===== src/rtl/priority_arbiter_fsm_if.sv =====
// Request/grant bundle between requesters and priority_arbiter_fsm.
// Requesters drive req through master; the arbiter drives the registered grant side through slave.
interface priority_arbiter_fsm_if;
    logic [7:0] req;
    logic [7:0] grant;
    logic [2:0] Y;
    logic       z;
    logic       tmo;

    modport master (
        output req,
        input  grant,
        input  Y,
        input  z,
        input  tmo
    );

    modport slave (
        input  req,
        output grant,
        output Y,
        output z,
        output tmo
    );
endinterface


===== src/rtl/priority_arbiter_fsm.sv =====
// 8-way arbiter FSM (IDLE/GRANT/RELEASE), fixed priority, or rotating priority with ROUND_ROBIN_EN.
// Latency: grant registered 1 cycle after req; each grant is followed by a 1-cycle RELEASE gap.
// Backpressure: none; a grant is held while req[Y] stays high, for at most HOLD_MAX cycles, then force-released.
module priority_arbiter_fsm #(
    parameter int HOLD_MAX = 16
) (
    input  logic                     clk,
    input  logic                     rst_n,
    priority_arbiter_fsm_if.slave    bus
);

    typedef enum logic [1:0] {
        IDLE    = 2'd0,
        GRANT   = 2'd1,
        RELEASE = 2'd2
    } state_t;

    localparam logic [7:0] HOLD_LAST = 8'(HOLD_MAX - 1);

    state_t     r_state, w_state_nxt;
    logic [7:0] r_grant, w_grant_nxt;
    logic [2:0] r_y,     w_y_nxt;
    logic       r_z,     w_z_nxt;
    logic       r_tmo,   w_tmo_nxt;
    logic [7:0] r_hold,  w_hold_nxt;
    logic [2:0] r_last,  w_last_nxt;
    logic       w_enter;

    logic [2:0] w_ptr;
    logic [7:0] w_last_oh;
    logic [7:0] w_arb_req;
    logic       w_found;
    logic [2:0] w_win;

    // Search downward from p, wrapping modulo 8; first set bit wins.
    function automatic logic [2:0] f_pick(input logic [7:0] r, input logic [2:0] p);
        logic [2:0] idx;
        logic       hit;
        f_pick = p;
        hit    = 1'b0;
        for (int k = 0; k < 8; k++) begin
            idx = p - 3'(k);
            if (!hit && r[idx]) begin
                f_pick = idx;
                hit    = 1'b1;
            end
        end
    endfunction

`ifdef ROUND_ROBIN_EN
    logic [2:0] r_ptr;

    always_ff @(posedge clk or negedge rst_n) begin
        if (!rst_n) begin
            r_ptr <= 3'd7;
        end else if (w_enter) begin
            r_ptr <= w_win - 3'd1;
        end
    end

    assign w_ptr = r_ptr;
`else
    assign w_ptr = 3'd7;
`endif

    // A timed-out requester steps aside for one arbitration if anyone else is waiting.
    assign w_last_oh = 8'd1 << r_last;
    assign w_arb_req = (r_state == RELEASE && r_tmo && ((bus.req & ~w_last_oh) != 8'd0))
                     ? (bus.req & ~w_last_oh) : bus.req;
    assign w_found   = |w_arb_req;
    assign w_win     = f_pick(w_arb_req, w_ptr);

    always_comb begin
        w_state_nxt = r_state;
        w_grant_nxt = r_grant;
        w_y_nxt     = r_y;
        w_z_nxt     = r_z;
        w_tmo_nxt   = 1'b0;
        w_hold_nxt  = r_hold;
        w_last_nxt  = r_last;
        w_enter     = 1'b0;

        unique case (r_state)
            IDLE, RELEASE: begin
                w_state_nxt = IDLE;
                w_grant_nxt = 8'd0;
                w_y_nxt     = 3'd0;
                w_z_nxt     = 1'b0;
                if (w_found) begin
                    w_enter     = 1'b1;
                    w_state_nxt = GRANT;
                    w_grant_nxt = 8'd1 << w_win;
                    w_y_nxt     = w_win;
                    w_z_nxt     = 1'b1;
                    w_hold_nxt  = 8'd0;
                    w_last_nxt  = w_win;
                end
            end
            GRANT: begin
                if (!bus.req[r_y] || r_hold == HOLD_LAST) begin
                    // A drop on the last allowed cycle still counts as a normal release.
                    w_state_nxt = RELEASE;
                    w_grant_nxt = 8'd0;
                    w_y_nxt     = 3'd0;
                    w_z_nxt     = 1'b0;
                    w_tmo_nxt   = bus.req[r_y];
                end else begin
                    w_hold_nxt  = r_hold + 8'd1;
                end
            end
            default: begin
                w_state_nxt = IDLE;
                w_grant_nxt = 8'd0;
                w_y_nxt     = 3'd0;
                w_z_nxt     = 1'b0;
            end
        endcase
    end

    always_ff @(posedge clk or negedge rst_n) begin
        if (!rst_n) begin
            r_state <= IDLE;
            r_grant <= 8'd0;
            r_y     <= 3'd0;
            r_z     <= 1'b0;
            r_tmo   <= 1'b0;
            r_hold  <= 8'd0;
            r_last  <= 3'd0;
        end else begin
            r_state <= w_state_nxt;
            r_grant <= w_grant_nxt;
            r_y     <= w_y_nxt;
            r_z     <= w_z_nxt;
            r_tmo   <= w_tmo_nxt;
            r_hold  <= w_hold_nxt;
            r_last  <= w_last_nxt;
        end
    end

    assign bus.grant = r_grant;
    assign bus.Y     = r_y;
    assign bus.z     = r_z;
    assign bus.tmo   = r_tmo;

endmodule


===== src/flat_wrapper.sv =====
// flat-port wrapper written by rule: the top's interface ports become plain ports
module priority_arbiter_fsm_flat 
#(
    parameter int HOLD_MAX = 16
)
  (clk, rst_n, bus_req, bus_grant, bus_Y, bus_z, bus_tmo);
  priority_arbiter_fsm_if bus_i ();
  input  logic clk;
  input  logic rst_n;
  input wire logic [$bits(bus_i.req)-1:0] bus_req;
  output wire logic [$bits(bus_i.grant)-1:0] bus_grant;
  output wire logic [$bits(bus_i.Y)-1:0] bus_Y;
  output wire logic [$bits(bus_i.z)-1:0] bus_z;
  output wire logic [$bits(bus_i.tmo)-1:0] bus_tmo;
  assign bus_i.req = bus_req;
  assign bus_grant = bus_i.grant;
  assign bus_Y = bus_i.Y;
  assign bus_z = bus_i.z;
  assign bus_tmo = bus_i.tmo;
  priority_arbiter_fsm #(.HOLD_MAX(HOLD_MAX)) u_core (.clk(clk), .rst_n(rst_n), .bus(bus_i));
endmodule

===== config.mk =====
export PLATFORM = sky130hd
export DESIGN_NAME = priority_arbiter_fsm_flat
export DESIGN_NICKNAME = d
export VERILOG_FILES = /design/src/rtl/priority_arbiter_fsm_if.sv /design/src/rtl/priority_arbiter_fsm.sv /design/src/flat_wrapper.sv
export SDC_FILE = /design/constraint.sdc
export NUM_CORES = 1
export LEC_CHECK = 0
export CAP_MARGIN = 20
export CORE_UTILIZATION = 49
export DETAILED_ROUTE_END_ITERATION = 16
export HOLD_SLACK_MARGIN = 0.06
export PLACE_DENSITY = 0.76
export SYNTH_ARGS = -nofsm -noshare
export SYNTH_HDL_FRONTEND = slang
export SYNTH_SLANG_ARGS = --single-unit

===== constraint.sdc =====
create_clock -name clk -period 2.2 [get_ports clk]
set_clock_uncertainty 0.15 [all_clocks]
set_input_delay 0.44 -clock clk [delete_from_list [all_inputs] [get_ports clk]]
set_output_delay 0.44 -clock clk [all_outputs]
set_load 0.02 [all_outputs]

Yosys cells after proc, flatten, opt, wreduce, memory -nomap -nowiden
Cells that the tools add are included.
{"block": "totals", "elab_cells": 78, "reg_bits": 26, "output_inout_bits": 13}
{"block": "op_classes", "n_eq_ne": 6, "magnitude_cmp": 1, "muxes": 34, "shifts": 2, "n_reduce_logical": 25, "n_addsub": 1, "n_bitwise": 2}
{"cell": "2-to-1 mux 8 bit", "count": 5}
{"cell": "one-hot mux 8 bit (2 select lines)", "count": 2}
{"cell": "2-to-1 mux 3 bit", "count": 8}
{"cell": "<< shifter 1 x 3 -> 8 bit, first input constant", "count": 2}
{"cell": "2-to-1 mux 1 bit", "count": 14}
{"cell": "logical AND 1 bit", "count": 9}
{"cell": "adder 8 x 1 -> 8 bit, second input constant", "count": 1}
{"cell": "bitwise AND 8 bit", "count": 1}
{"cell": "== test 8 x 4 -> 1 bit, second input constant", "count": 1}
{"cell": "logical NOT 1 bit", "count": 8}
{"cell": "NOT 8 bit", "count": 1}
{"cell": "nonzero test 8 bit", "count": 1}
{"cell": "OR reduction 8 bit", "count": 1}
{"cell": "one-hot mux 3 bit (2 select lines)", "count": 1}
{"cell": "< comparator 3 x 4 -> 1 bit, second input constant", "count": 1}
{"cell": "inequality test 2 x 1 -> 1 bit, second input constant", "count": 2}
{"cell": "one-hot mux 2 bit (2 select lines)", "count": 1}
{"cell": "binary-select mux 1 bit (select 3 bit)", "count": 1}
{"cell": "AND reduction 3 bit", "count": 1}
{"cell": "== test 2 x 1 -> 1 bit, second input constant", "count": 1}
{"cell": "== test 2 bit, second input constant", "count": 1}
{"cell": "logical NOT 2 bit", "count": 1}
{"cell": "2-to-1 mux 2 bit", "count": 1}
{"cell": "inequality test 2 bit, second input constant", "count": 1}
{"cell": "5 further kinds", "count": 5}

Longest topological paths before layout
Gate-level depths: netlist of the first run.
{"block": "logic_depth", "word_depth": 31, "depth_mapped": 8, "mapped_depth_nobuf": 7}

Least setup slack after synthesis of the first run
Ideal clock, no wire load.
{"block": "synth_path", "kind": "reg2reg", "start": "register u_core.r_last[0]", "end": "register u_core.r_last[0]", "required_ps": 1913, "path_stages_with_launch": 9, "path_buffers": 1, "slack_ps": -229, "arrival_time_ps": 2142, "cell_sequence": "dfrtp_1 buf_4 nor4_1 or3_4 and4_4 or4_1 a32o_2 a21oi_4 mux2i_1"}
{"block": "synth_via", "elab_chain_len": 28, "elab_cells_between_ends": 36}
{"element": "start, declared", "line_no": "priority_arbiter_fsm.sv:26", "source": "logic [2:0] r_last, w_last_nxt;"}
{"element": "start signal, assigned", "line_no": "priority_arbiter_fsm.sv:136", "source": "r_last <= w_last_nxt;"}
{"element": "<< shifter 1 x 3 -> 8 bit *", "line_no": "priority_arbiter_fsm.sv:67", "source": "assign w_last_oh = 8'd1 << r_last;"}
{"element": "NOT 8 bit *", "line_no": "priority_arbiter_fsm.sv:68, priority_arbiter_fsm.sv:69"}
{"element": "bitwise AND 8 bit *", "line_no": "priority_arbiter_fsm.sv:68, priority_arbiter_fsm.sv:69"}
{"element": "nonzero test 8 bit", "line_no": "priority_arbiter_fsm.sv:68", "source": "assign w_arb_req = (r_state == RELEASE && r_tmo && ((bus.req & ~w_last_oh) != 8'd0))"}
{"element": "logical AND 1 bit", "line_no": "priority_arbiter_fsm.sv:68"}
{"element": "2-to-1 mux 8 bit *", "line_no": "priority_arbiter_fsm.sv:69", "source": "? (bus.req & ~w_last_oh) : bus.req;"}
{"element": "2-to-1 mux 1 bit", "line_no": "priority_arbiter_fsm.sv:43", "source": "if (!hit && r[idx]) begin"}
{"element": "logical NOT 1 bit", "line_no": "priority_arbiter_fsm.sv:43"}
{"element": "[... 12 more ...]"}
{"element": "logical AND 1 bit", "line_no": "priority_arbiter_fsm.sv:43"}
{"element": "2-to-1 mux 1 bit", "line_no": "priority_arbiter_fsm.sv:43"}
{"element": "logical NOT 1 bit", "line_no": "priority_arbiter_fsm.sv:43"}
{"element": "logical AND 1 bit", "line_no": "priority_arbiter_fsm.sv:43"}
{"element": "2-to-1 mux 1 bit", "line_no": "priority_arbiter_fsm.sv:43"}
{"element": "logical NOT 1 bit", "line_no": "priority_arbiter_fsm.sv:43"}
{"element": "logical AND 1 bit", "line_no": "priority_arbiter_fsm.sv:43"}
{"element": "2-to-1 mux 3 bit", "line_no": "priority_arbiter_fsm.sv:43"}
Mark *: on every way between the ends. The rest lies on a longest branch, timed or not.
A chain may end at the register's enable or synchronous reset.

Worst setup path in the final report of the first run
{"block": "layout_path", "start": "register u_core.r_last[2]", "end": "register u_core.r_last[0]"}
The elaborated chain is that of the path after synthesis.

==> key figures, run 1 <==
Run status
  – Run status: finished with violations
  – Failing checks: negative setup slack

Worst hold path
  – Hold Crit Class: input port to asynchronous set/reset pin

Yosys
  – Synth warn: 0
  – Mapped Cells: 164
  – Area leader, netlist: dfrtp_1
  – Synthesized area per cell: 9.83 µm²
  – Mapped cell area: 0.00161 mm²
  – Commonest cells in the synthesized netlist: 26 x dfrtp_1, 25 x nand2_1, 13 x nor2_1
  – FF+latch count, synth: 26
  – Synth area leaders: dfrtp_1 40%, nand2_1 5.8%, nor2_1 3.0%
  – Top cell type's share of synthesized area: 40.3%
  – EDFF count, synth: 0
  – Post-synthesis sequential area ratio: 40.3%
  – Count of different cell masters after synthesis: 52
  – Mapped Nets: 175
  – Async set-reset flop share out of synthesis: 100%
  – Prevailing post-synth register cell: dfrtp_1
  – Most frequent cell after synthesis: dfrtp_1

Worst setup path
  – R2R Setup Slk: -0.33 ns
  – FF-to-FF End: u_core.r_last[0]
  – Worst-path fanout max: 7
  – CP endpoint kind: register
  – Worst EP required: 2.27 ns
  – Kind of critical path: register to register
  – CP Launch Type: register
  – Worst r2r src: u_core.r_last[2]
  – Path depth of the worst reg2reg path: 7
  – CP arrival: 2.60 ns

Global route
  – GRT Total Usage: 27.9%
  – GRT overflow: 0
  – Initial antenna violation count: 0
  – Global-route wire length before repair: 7400 µm
  – Vias in the first global route: 1,586
  – Pin count of the biggest net entering global routing: 27

Drt
  – First drt pass iteration count: 5
  – Vias per cell: 6.13
  – DR WL/cell: 19.3 µm
  – Starting DRT DRC Count: 97
  – Total number of vias: 1,666
  – DRC errors left: 0
  – Met3 WL: 326 µm
  – DRT Wirelength: 5240 µm
  – WL met2: 2620 µm
  – Met1 Routed Length: 2200 µm
  – Top Metal Used: met4
  – DRT antenna net count: 0

Layout
  – Ant diodes: 0
  – Fillers: 172
  – Layout net count: 240
  – Layout Utilization: 82.3%
  – Final Instance Area: 0.00253 mm²
  – Area Overhead vs Synth: 57.1%
  – Share of cells above drive strength 1: 41.2%

Clock network
  – Clk Latency, worst-skew pair: 0.33 ns
  – CTS root buffer: clkbuf_4
  – CTS Hold Buffers Added: 0
  – CTS Buf Count: 3
  – Reg clk slew, reported paths: 0.15 ns
  – CTS sink cnt: 26
  – H-tree depth reported by CTS: 1
  – CTS tree: yes
  – Maximum clock insertion buffer count: 2

Timing
  – Worst-Margin Slew: 0.702 ns
  – Final worst-path cycle share: 115%
  – RSZ-0062 raised after global routing: yes
  – Rel. slew slack: 52.8%
  – Setup ws final: -0.326 ns
  – Final hold vios: 0
  – Fmax: 0.396 GHz
  – Final Setup Violations: 25
  – Slew Limit Fails: 0
  – Crit path time final: 2.53 ns

Power and ir drop
  – PwrDens: 1050 mW/mm²
  – Overall Power: 2.66 mW
  – Leakage: 1.10 nW
  – Maximum vdd drop: 0.778 mV

Place
  – IO buf count: 22
  – Dpl cell area: 0.00218 mm²
  – Post-DP HPWL: 3100 µm
  – GPL Wtd Cong: 0.889

Floorplan
  – Die Y: 59.4 µm
  – Io pins: 23
  – Row count: 20
  – Die area: 0.00352 mm²
  – Core area: 0.00308 mm²
  – Starting Density: 52.4%
  – Die width: 59.4 µm

Run
  – Max cap viols: 0
-- per-layer routing --
layer	vias up	global-route usage, %
li1	740	-
met4	0	10.5
met2	85	45.9
met1	827	37.3
met5	-	0
met3	14	3.93
-- cell type report --
cell class / count / area (µm²) / area share (%)
Clock inverter: 1 / 30.0 / 1.19
Clock buffer: 3 / 22.5 / 0.889
Inverter: 4 / 15.0 / 0.593
Sequential cell: 26 / 654 / 25.8
Tap cell: 44 / 55.1 / 2.17
Timing Repair Buffer: 66 / 644 / 25.4
Multi-Input combinational cell: 128 / 1110 / 43.9
-- worst max-delay path, cell delays in order (launching register included) --
cell and delay (ns):
dfrtp_2 0.51, or4b_4 0.57, o221ai_4 0.10, nand4_1 0.22, a31o_1 0.24, a32o_2 0.31, a21oi_4 0.21, mux2i_1 0.12
-- through the flow --
stage               setup WS (ns)  hold WS, ns  TNS, ns  cells
CTS                        -0.311        0.319    -5.41    270
floorplan                  -0.200     -0.00559    -1.53    164
global route               -0.427        0.330    -7.85    272
finish                     -0.326        0.301    -5.73    272
global placement           -0.692        0.311   -14.09    258
detailed placement         -0.724        0.327   -14.61    258
-- kinds of logic (layout without fill, tap and decap cells) --
group                    after synthesis  in the layout  synth area share [%]
AO/OA/AOI/OAI                         40             40                  21.8
XOR/XNOR                               5              5                  2.72
adder cells (fa/ha/maj)                1              1                 0.776
buffers and inverters                 10             74                  3.03
flip-flops                            26             26                  40.3
multiplexers                           9              9                  7.45
AND/OR/NAND/NOR                       73             73                  23.9
-- repair_timing --
action | CTS | global route
endpoints found under the setup margin | 24 | 25
pin swaps | 12 | 12
gates cloned | 1 | 0
buffers inserted | 7 | 3
gates resized for setup | 27 | 28
-- worst max path at each step --
stage,start,to,slack (ns),cells after the start
2_1_floorplan,u_core.r_last[2],u_core.bus.grant[0],-0.20,8
3_3_place_gp,bus_req[7],u_core.bus.grant[0],-0.69,8
3_5_place_dp,bus_req[3],u_core.r_last[0],-0.72,8
4_1_cts,u_core.r_last[1],u_core.r_last[0],-0.31,7
5_1_grt,u_core.r_last[2],u_core.bus.grant[7],-0.43,7
6_report,u_core.r_last[2],u_core.r_last[0],-0.33,7
-- flip-flops by register name, indices dropped and copies added, names as in the netlist --
name	cells
u_core.r_hold	8
u_core.r_last	3
u_core.bus.grant	8
u_core.bus.tmo	1
u_core.r_state	2
u_core.bus.Y	3
u_core.bus.z	1
-- power by group --
group          internal (mW)  leakage, nW  switching (mW)
sequential             0.595        0.337           0.149
combinational          0.815        0.737           0.765
clock                  0.184       0.0279           0.151
-- layout by cell type, fill, tap and decap left out, types with 3 or more instances in the layout --
master,count
a21o_1,3
a21oi_1,3
a21oi_4,3
a31o_1,3
buf_4,28
buf_6,14
clkbuf_4,3
clkdlybuf4s50_1,14
dfrtp_1,23
dfrtp_2,3
dlygate4sd2_1,3
dlymetal6s2s_1,5
inv_1,4
mux2_2,3
mux2i_1,3
nand2_1,24
nand4_1,3
nor2_1,12
o21ai_1,4
o21ai_2,4
o22ai_4,3
or3_1,3
xor2_1,3
(Power assumes the default switching activity.)
==> run 2, diff against run 1 <==
- clock period: 2.2 -> 2.24 ns (I/O delays scaled with it)
==> key figures, run 2 (synthesis gave the netlist of run 1 again) <==
Run status
  – Run status: finished with violations
  – Failing checks: negative setup slack

Drt
  – DRC errors left: 0
  – First drt pass iteration count: 4
  – DR WL/cell: 16.9 µm
  – DRT antenna net count: 0
  – Starting DRT DRC Count: 133
  – DRT Wirelength: 4610 µm
  – Total number of vias: 1,605
  – Vias per cell: 5.88

Worst setup path
  – R2R Setup Slk: -0.27 ns
  – Path depth of the worst reg2reg path: 8
  – Worst-path fanout max: 5
  – Top cell family by delay on the critical path: simple AND/OR/NAND/NOR gates
  – Crit path buf inv count: 2
  – FF-to-FF End: u_core.bus.grant[7]
  – Worst r2r src: u_core.r_last[2]
  – CP endpoint kind: register
  – CP arrival: 2.60 ns
  – Kind of critical path: register to register
  – Critical-path top delay cell: dfrtp_2
  – CP Launch Type: register
  – Critical Path Max Stage Delay: 0.45 ns
  – Cells traversed along the worst timing path: buf_4, nor4_2, or3_4, and4_4, or4_4, a32o_2, buf_6, a22o_1
  – Worst EP required: 2.33 ns
  – CP startpoint: u_core.r_last[2]

Worst hold path
  – Hold Crit Class: input port to asynchronous set/reset pin

Floorplan
  – Io pins: 23
  – Core area: 0.00308 mm²
  – Die width: 59.4 µm
  – Starting Density: 52.4%
  – Die area: 0.00352 mm²
  – Die Y: 59.4 µm
  – Row count: 20

Layout
  – Ant diodes: 0
  – Commonest non-fill, non-tap cell in the layout: buf_4
  – Area Overhead vs Synth: 51.6%
  – Most frequent cells in the layout: 38 x buf_4, 24 x nand2_1, 23 x dfrtp_1
  – Layout net count: 241
  – Share of cells above drive strength 1: 42.8%
  – Non-Filler Instances: 273
  – Fillers: 199

Timing
  – Final worst-path cycle share: 112%
  – Setup ws final: -0.271 ns
  – Worst-Margin Slew: 0.476 ns
  – Final Setup Violations: 23
  – Slew Limit Fails: 0
  – Crit path time final: 2.51 ns
  – RSZ-0062 raised after global routing: yes
  – Fmax: 0.398 GHz
  – Final hold vios: 0
  – Rel. slew slack: 68.0%

Clock network
  – H-tree depth reported by CTS: 1
  – CTS sink cnt: 26
  – Maximum clock insertion buffer count: 2
  – CTS Hold Buffers Added: 0
  – CTS tree: yes
  – CTS root buffer: clkbuf_4
  – CTS Buf Count: 3
  – Clk Latency, worst-skew pair: 0.33 ns
  – Reg clk slew, reported paths: 0.14 ns

Place
  – Dpl cells: 257
  – Post-DP HPWL: 3160 µm
  – GPL Wtd Cong: 0.883
  – IO buf count: 22

Global route
  – Pin count of the biggest net entering global routing: 27
  – Vias in the first global route: 1,548
  – Initial antenna violation count: 0
  – GRT overflow: 0
  – GRT Total Usage: 27.8%
  – Global-route wire length before repair: 7180 µm

Power and ir drop
  – Maximum vdd drop: 0.545 mV
  – PwrDens: 963 mW/mm²
  – Overall Power: 2.35 mW
  – Leakage: 1.05 nW

Run
  – Max cap viols: 0
-- run 2: cell types whose count changed in the layout (fill, tap and decap cells not counted), moves of 2 or more --
cell / change
buf_6: -7
nor2_1: -6
dlymetal6s2s_1: -3
buf_4: +10
clkdlybuf4s50_1: +4
nor2_2: +6
a21oi_2: +2
-- run 2: routing by layer --
metal	vias to the layer above	wire (µm)	GRT usage, %
li1	749	-	-
met1	797	2020	36.2
met2	48	2320	44.5
met3	11	159	3.93
met4	0	104	15.0
met5	-	0	0
-- run 2: stage by stage --
| stage | area, µm² | setup WS (ns) | hold WS (ns) | TNS, ns | util, % |
|---|---|---|---|---|---|
| finish | 2440 | -0.271 | 0.304 | -4.70 | 79.4 |
| global route | 2440 | -0.324 | 0.349 | -6.28 | 79.4 |
| CTS | 2320 | -0.267 | 0.314 | -4.64 | 75.3 |
| detailed placement | 2160 | -0.704 | 0.324 | -14.63 | 70.1 |
| global placement | 2160 | -0.655 | 0.317 | -13.81 | 70.1 |
| floorplan | 1670 | -0.163 | 0.00241 | -0.842 | - |
-- run 2: worst max path at each step --
| stage | slack (ns) | endpoint | cells past startpoint |
|---|---|---|---|
| global route | -0.32 | u_core.bus.grant[0] | 7 |
| CTS | -0.27 | u_core.r_last[0] | 7 |
| global placement | -0.66 | u_core.bus.grant[0] | 8 |
| floorplan | -0.16 | u_core.bus.grant[0] | 7 |
| finish | -0.27 | u_core.bus.grant[7] | 8 |
| detailed placement | -0.70 | u_core.r_last[0] | 8 |
-- run 2: what timing repair did --
item,CTS,global route
hold endpoints to repair,0,0
pin swaps,11,14
setup endpoints to repair,24,24
buffers inserted,7,5
gates resized for setup,20,22
gates cloned,0,0
-- run 2: worst reg2reg max path, delay by kind of cell (launching register included) --
kind,cells,cell delay [ns]
flip-flops,1,0.45
AND/OR/NAND/NOR,4,1.05
buffers and inverters,2,0.27
AO/OA/AOI/OAI,2,0.49
-- run 2: final cells by class --
class / instances / area (µm²) / share of cell area (%)
repair buffers: 67 / 587 / 24.0
flip-flops and latches: 26 / 654 / 26.8
well taps: 44 / 55.1 / 2.25
multi-input cells: 128 / 1100 / 44.9
clock buffers: 4 / 36.3 / 1.48
inverters: 4 / 15.0 / 0.614
-- run 2: where the power goes --
| group | leakage [nW] | internal (mW) | switching (mW) | total [mW] |
|---|---|---|---|---|
| combinational | 0.690 | 0.701 | 0.696 | 1.40 |
| sequential | 0.337 | 0.585 | 0.131 | 0.715 |
| clock | 0.0210 | 0.0999 | 0.142 | 0.242 |
==> run 3, diff against run 2 <==
- CORE_ASPECT_RATIO: not set -> 1.1
==> key figures, run 3 (synthesis gave the netlist of run 1 again) <==
Floorplan
  – Die Y: 62.2 µm
  – Core area: 0.00310 mm²
  – Starting Density: 52.0%
  – Die area: 0.00353 mm²
  – Row count: 21
  – Io pins: 23
  – Die width: 56.7 µm

Drt
  – DRC errors left: 4
  – DR WL/cell: 17.9 µm
  – DRT Wirelength: 4670 µm
  – DRT antenna net count: 0
  – Total number of vias: 1,583
  – Vias per cell: 6.07
  – Starting DRT DRC Count: 66
  – First drt pass iteration count: 10

Power and ir drop
  – Internal power: 1.37 mW
  – Net Switching: 979 µW
  – Clock network fraction of total power: 8.9%
  – Comb power frac: 60.4%
  – Switch share: 41.6%
  – PwrDens: 966 mW/mm²
  – Leakage: 1.02 nW
  – Register share of total power: 30.7%
  – Maximum vdd drop: 0.664 mV

Worst setup path
  – Worst EP required: 2.32 ns
  – Kind of critical path: register to register
  – Worst-path fanout max: 7
  – CP Launch Type: register
  – Top cell family by delay on the critical path: simple AND/OR/NAND/NOR gates
  – R2R Setup Slk: -0.25 ns
  – Path depth of the worst reg2reg path: 7
  – Critical Path Max Stage Delay: 0.51 ns
  – Cells traversed along the worst timing path: nor4bb_1, or3_4, and4_4, or4_1, a32o_2, a21oi_4, mux2i_1
  – CP arrival: 2.57 ns
  – Crit path depth: 7
  – FF-to-FF End: u_core.r_last[0]
  – Critical-path top delay cell: dfrtp_2
  – CP endpoint kind: register
  – Worst r2r src: u_core.r_last[1]
  – Crit path buf inv count: 0

Layout
  – Area Overhead vs Synth: 50.9%
  – Ant diodes: 0
  – Layout Utilization: 78.5%
  – Layout net count: 239
  – Share of cells above drive strength 1: 41.9%
  – Non-Filler Instances: 261
  – Most frequent cells in the layout: 39 x buf_4, 24 x nand2_1, 23 x dfrtp_1
  – Commonest non-fill, non-tap cell in the layout: buf_4

Run status
  – Failing checks: design-rule violations, negative setup slack
  – Run status: finished with violations

Place
  – Dpl cells: 253
  – Post-DP HPWL: 3330 µm
  – IO buf count: 22
  – GPL Wtd Cong: 0.890

Timing
  – Worst-Margin Slew: 0.447 ns
  – Final Setup Violations: 23
  – Final worst-path cycle share: 111%
  – Rel. slew slack: 69.9%
  – Final hold vios: 0
  – Slew Limit Fails: 0
  – RSZ-0062 raised after global routing: yes
  – Crit path time final: 2.49 ns
  – Setup ws final: -0.249 ns
  – Fmax: 0.402 GHz

Clock network
  – Maximum clock insertion buffer count: 2
  – CTS Hold Buffers Added: 0
  – H-tree depth reported by CTS: 1
  – CTS root buffer: clkbuf_4
  – CTS sink cnt: 26
  – Reg clk slew, reported paths: 0.14 ns
  – Clk Latency, worst-skew pair: 0.33 ns
  – CTS tree: yes
  – CTS Buf Count: 3

Global route
  – GRT Total Usage: 28.4%
  – Initial antenna violation count: 0
  – Vias in the first global route: 1,757
  – GRT overflow: 0
  – Pin count of the biggest net entering global routing: 27
  – Global-route wire length before repair: 7860 µm

Worst hold path
  – Hold Crit Class: input port to asynchronous set/reset pin

Run
  – Max cap viols: 0
-- run 3: how the worst max path moves through the flow --
| stage | start | endpoint | slack [ns] |
|---|---|---|---|
| final | u_core.r_last[1] | u_core.r_last[0] | -0.25 |
| after global routing | u_core.r_last[1] | u_core.bus.grant[1] | -0.31 |
| after CTS | u_core.r_last[1] | u_core.bus.grant[1] | -0.23 |
| after detailed placement | bus_req[3] | u_core.bus.grant[5] | -0.75 |
| after global placement | bus_req[7] | u_core.bus.grant[0] | -0.69 |
| after floorplan | bus_req[7] | u_core.bus.grant[0] | -0.16 |
-- run 3: repair_timing --
| action | CTS | global route |
|---|---|---|
| pin swaps | 20 | 3 |
| setup buffers | 5 | 0 |
| gates resized for setup | 34 | 8 |
| setup endpoints to repair | 24 | 24 |
-- run 3: worst reg2reg max path: stages, from the launching register on --
cell      delay [ns]
dfrtp_2         0.51
nor4bb_1        0.17
or3_4           0.36
and4_4          0.19
or4_1           0.41
a32o_2          0.34
a21oi_4         0.17
mux2i_1         0.09
-- run 3: final cells by class --
class	instances	area, µm²
Multi-Input combinational cell	128	1130
Fill cell	209	667
Sequential cell	26	654
Timing Repair Buffer	65	563
Tap cell	34	42.5
Clock buffer	4	26.3
Inverter	4	15.0
-- run 3: power groups by stage --
| stage | Sequential [mW] | Combinational, mW | Clock [mW] |
|---|---|---|---|
| after floorplan | 0.748 | 0.624 | 0 |
| after CTS | 0.714 | 1.37 | 0.209 |
| after global placement | 0.712 | 1.17 | 0 |
| final | 0.722 | 1.42 | 0.209 |
| after global routing | 0.736 | 1.52 | 0.225 |
| after detailed placement | 0.719 | 1.21 | 0 |
-- run 3: metal layers --
metal | up-vias | track usage, % | wire length, µm
li1 | 745 | - | -
met1 | 786 | 29.8 | 1800
met2 | 39 | 55.4 | 2620
met3 | 13 | 2.29 | 126
met4 | 0 | 13.1 | 133
met5 | - | 0 | 0
-- run 3: per-stage QoR --
stage               hold WS (ns)  power (mW)  worst slack [ns]  setup TNS (ns)  instance area, µm²
finish                     0.313        2.35            -0.249           -4.68                2430
global route               0.350        2.48            -0.308           -6.08                2430
global placement           0.311        1.88            -0.694          -13.93                2200
CTS                        0.334        2.30            -0.234           -4.21                2400
floorplan                0.00241        1.37            -0.163          -0.842                1670
detailed placement         0.322        1.93            -0.748          -15.58                2200
==> patch 1 (settings of run 2) <==
Encoding of `state_t`: now one-hot (3 bits for 3 states).
--- a/src/rtl/priority_arbiter_fsm.sv
+++ b/src/rtl/priority_arbiter_fsm.sv
@@ -9,10 +9,10 @@
     priority_arbiter_fsm_if.slave    bus
 );
 
-    typedef enum logic [1:0] {
-        IDLE    = 2'd0,
-        GRANT   = 2'd1,
-        RELEASE = 2'd2
+    typedef enum logic [2:0] {
+        IDLE    = 3'b001,
+        GRANT   = 3'b010,
+        RELEASE = 3'b100
     } state_t;
 
     localparam logic [7:0] HOLD_LAST = 8'(HOLD_MAX - 1);
Function: same outputs for any inputs over 10 cycles, from zero or initial values and one cycle with rst_n low; not proved beyond that.
==> patch 1 against run 2 <==
The flow still finishes with violations (setup timing). Wire length grew 21%. Count of clock-buffer cells in the layout down 1. Sequential power is 3.9% higher. Core utilization is 1.7 points higher. Cell count increased by 9.9%. Power increased by 19%. Setup slack got worse by 0.33 ns. Area after synthesis is 7.1% higher. Combinational power rose by 32%. Sequential cell count is 1 higher. Die area grew 6.9%. Design area increased by 12%. Critical endpoint is now u_core.bus.grant[0]. Largest power group unchanged. Highest routed layer unchanged.
==> patch 1: results (changes against run 2) <==
Final Setup Violations = 25 (+8.7%)
P_leak = 0.001181 µW (+13%)
post-route setup slack = -0.5969 ns (-0.3262 ns)
worst r2r dst = u_core.bus.grant[0]
vias in the first global route = 1653 (+6.8%)
Synth Area in Compound Gates = 18.83% (-3.0 points)
share of layout cells above drive strength 1 = 42.52% (-0.28 points)
Synth Area in Adders = 0.7241% (-0.052 points)
Worst Path Arrival = 2.95 ns (+0.35 ns)
Initial DRC Count = 101 (-24%)
Hold WS = 0.3561 ns (+0.05223 ns)
run status = finished with violations
pre-CTS setup slack = -0.9321 ns (-0.2277 ns)
routability congestion estimate = 0.8828 (about the same)
sequential area share after synthesis = 39.17% (-1.2 points)
NumNets Final = 266 (+10%)
largest net degree at the start of global routing = 28 (+3.7%)
VDD IR max = 702.8 µV (+29%)
failing checks = setup timing
global-route wire length before repair = 7.258 mm (+1.1%)
WL per Instance = 18.52 µm (+9.7%)
GRT Total Usage = 26.05% (-1.7 points)
synthesized net count = 188 (+7.4%)
commonest cells in the netlist = nand2_1 (30), dfrtp_1 (26), nor2_1 (21)
DR vias = 1775 (+11%)
Post-DP HPWL = 3.203 mm (+1.5%)
Worst slew margin = 66.38% (-1.6 points)
patch 1: layout make-up:
type                    count  area (µm²)
clock buffers               3       22.52
well taps                  46       57.56
repair buffers             80       730.7
inverters                   3       11.26
multi-input cells         140        1221
fillers                   199       634.4
clock inverters             1       5.005
flip-flops and latches     27       680.7
patch 1: power by group:
part           switching, µW  total (µW)  internal (µW)  leakage (µW)
clock                    140         207           66.9     0.0000177
combinational            916        1850            933      0.000810
sequential               123         743            620      0.000354
patch 1: repair_timing:
item / in CTS / in global routing
gates resized for setup: 32 / 34
setup endpoints to repair: 25 / 25
buffers inserted: 9 / 10
pin swaps: 29 / 23
patch 1: metrics by stage:
step | instances | area [µm²] | setup TNS, ns | power (µW) | utilization [%]
global placement | 279 | 2288 | -18.78 | 1928 | 68.04
CTS | 291 | 2514 | -10.72 | 2431 | 74.74
finish | 300 | 2729 | -11.83 | 2800 | 81.14
global route | 300 | 2729 | -14.22 | 2952 | 81.14
detailed placement | 279 | 2288 | -20.63 | 1989 | 68.04
floorplan | 177 | 1728 | -5.955 | 1448 | -
patch 1: critical path, cell delays in order, from the launching register on:
cell      delay (ns)
dfrtp_2         0.46
buf_6           0.14
nor4b_4         0.31
nor3_4          0.10
buf_4           0.15
o41ai_4         0.42
or3_1           0.17
a21oi_2         0.08
o32ai_4         0.32
a21boi_4        0.29
a22o_1          0.16
patch 1: routing by layer:
layer	track usage [%]	wire length [µm]
met5	0	0
met4	11.43	238
met3	3.151	294
met2	45.03	2882
met1	32.97	2140
==> patch 2 (settings of run 2) <==
Without the edit above. Build with the macro `ROUND_ROBIN_EN` defined.
--- a/src/rtl/priority_arbiter_fsm.sv
+++ b/src/rtl/priority_arbiter_fsm.sv
@@ -1,6 +1,8 @@
 // 8-way arbiter FSM (IDLE/GRANT/RELEASE), fixed priority, or rotating priority with ROUND_ROBIN_EN.
 // Latency: grant registered 1 cycle after req; each grant is followed by a 1-cycle RELEASE gap.
 // Backpressure: none; a grant is held while req[Y] stays high, for at most HOLD_MAX cycles, then force-released.
+`define ROUND_ROBIN_EN
+
 module priority_arbiter_fsm #(
     parameter int HOLD_MAX = 16
 ) (
Check against the original RTL: not equivalent (Yosys sat finds a counterexample within 4 cycles, from zero or initial values and one cycle with rst_n low).
==> patch 2 against run 2 <==
The flow still finishes with violations (setup timing). Setup slack got worse by 1.9 ns. Global-route usage increased by 1.4 points. Core utilization decreased by 2.0 points. Sequential cell count increased by 2. Design area increased by 65%. Wire length increased by 90%. Count of clock-buffer cells in the layout decreased by 1. Maximum frequency decreased by 43%. Critical path depth increased by 10. Area after synthesis increased by 67%. Critical endpoint is now u_core.r_ptr[2].
Power is left out: the tool's default activity adds up to more than one toggle a clock period on the data nets, which glitch-free logic cannot reach.
==> patch 2: results (changes against run 2) <==
Initial DRC Count = 227 (+71%)
nonclk buf count = 125 (+87%)
sequential area share after synthesis = 26.08% (-14 points)
asr flop ratio synth = 100.0% (unchanged)
post-route setup slack = -2.179 ns (-1.908 ns)
Clock Latency Late Sink = 0.28 ns (-0.05 ns)
Worst Path Max Fanout = 6 (+1)
global-route wire length before repair = 13.63 mm (+90%)
GRT Total Usage = 29.21% (+1.4 points)
synthesized net count = 293 (+67%)
Non-clock buffering overhead = 25.75% (+1.7 points)
largest cells by area after synthesis = dfrtp_1 (23%), mux4_2 (5.8%), mux4_1 (3.9%), nand2_1 (3.9%), nor2_1 (3.8%)
routability congestion estimate = 0.9238 (+4.6%)
pre-CTS setup slack = -2.363 ns (-1.659 ns)
Fillers = 337 (+69%)
Post-CTS Resized = 44 (+120%)
Hold WS = 0.3576 ns (+0.05375 ns)
sequential cell area = 709.4 µm² (+8.4%)
drt pass-1 iters = 5 (+1)
Die Area = 0.005814 mm² (+65%)
WL per Instance = 19.07 µm (+13%)
commonest cells in the netlist = nand2_1 (28), nor2_1 (27), dfrtp_1 (25)
worst r2r path cells = 18 (+10)
crit path capture = u_core.r_ptr[2]
synth unique cells = 80 (+54%)
multi-input logic cell count = 221 (+73%)
Final Setup Violations = 26 (+13%)
Hold Path Stages = 1
RR Startpoint = u_core.r_last[0]
non-filler cells, final = 460 (+68%)
Worst-path clk slew = 0.10 ns (-0.04 ns)
DP Cell Count = 435 (+69%)
postcts setup bufs = 14 (+7)
failing checks = setup timing
Signal inverters = 12 (+8)
Setup CP Type = flip-flop to flip-flop
Hold Crit Class = flip-flop to flip-flop
CP max stage cell = nor4b_1
placed cell areas = 0.003540 mm² (+64%)
share of layout cells above drive strength 1 = 52.05% (+9.3 points)
post-route setup TNS = -41.44 ns (-36.74 ns)
Post-DP HPWL = 5.542 mm (+76%)
largest stage delay on the critical path = 0.60 ns (+0.15 ns)
Final Instance Area = 0.004029 mm² (+65%)
run status = finished with violations
clock root buffer master = clkbuf_8
multi-input gate share of total cell area = 51.58% (+6.7 points)
NumNets Final = 409 (+70%)
Clock buffer cells = 3 (-1)
Avg Cell Area, Syn = 9.823 µm² (-0.11%)
clock network area share = 1.770% (+0.29 points)
DR vias = 2877 (+79%)
largest net degree at the start of global routing = 29 (+7.4%)
worst slew pin tran = 0.6256 ns (+0.1496 ns)
Sink Count = 28 (+7.7%)
Worst Path Arrival = 4.46 ns (+1.86 ns)
patch 2: logic make-up (layout without fill, tap and decap cells):
group	Yosys count	after routing	share of synthesized area (%)
xor+xnor	11	11	3.566
compound gates	70	71	22.28
buf+inv	27	141	7.874
flops	28	28	26.08
fa+ha+maj	8	8	3.706
simple gates	110	110	22.93
mux	21	21	13.57
patch 2: layer usage:
metal | part of all wire (%) | wire length [µm] | vias up | track usage, %
met5 | 0 | 0 | - | 0
met4 | 2.5 | 223 | 0 | 10.38
met3 | 6.4 | 562 | 27 | 3.234
met2 | 50 | 4424 | 157 | 52.52
met1 | 41 | 3559 | 1416 | 35.93
li1 | - | - | 1277 | -
patch 2: critical path, delay by kind of cell, from the launching register on:
kind	cells	cell delay (ns)
and+or+nand+nor	5	1.37
AOI/OAI and AO/OA	7	1.05
muxes	2	0.68
DFF	1	0.47
buffers and inverters	3	0.43
adders and majority gates	1	0.15
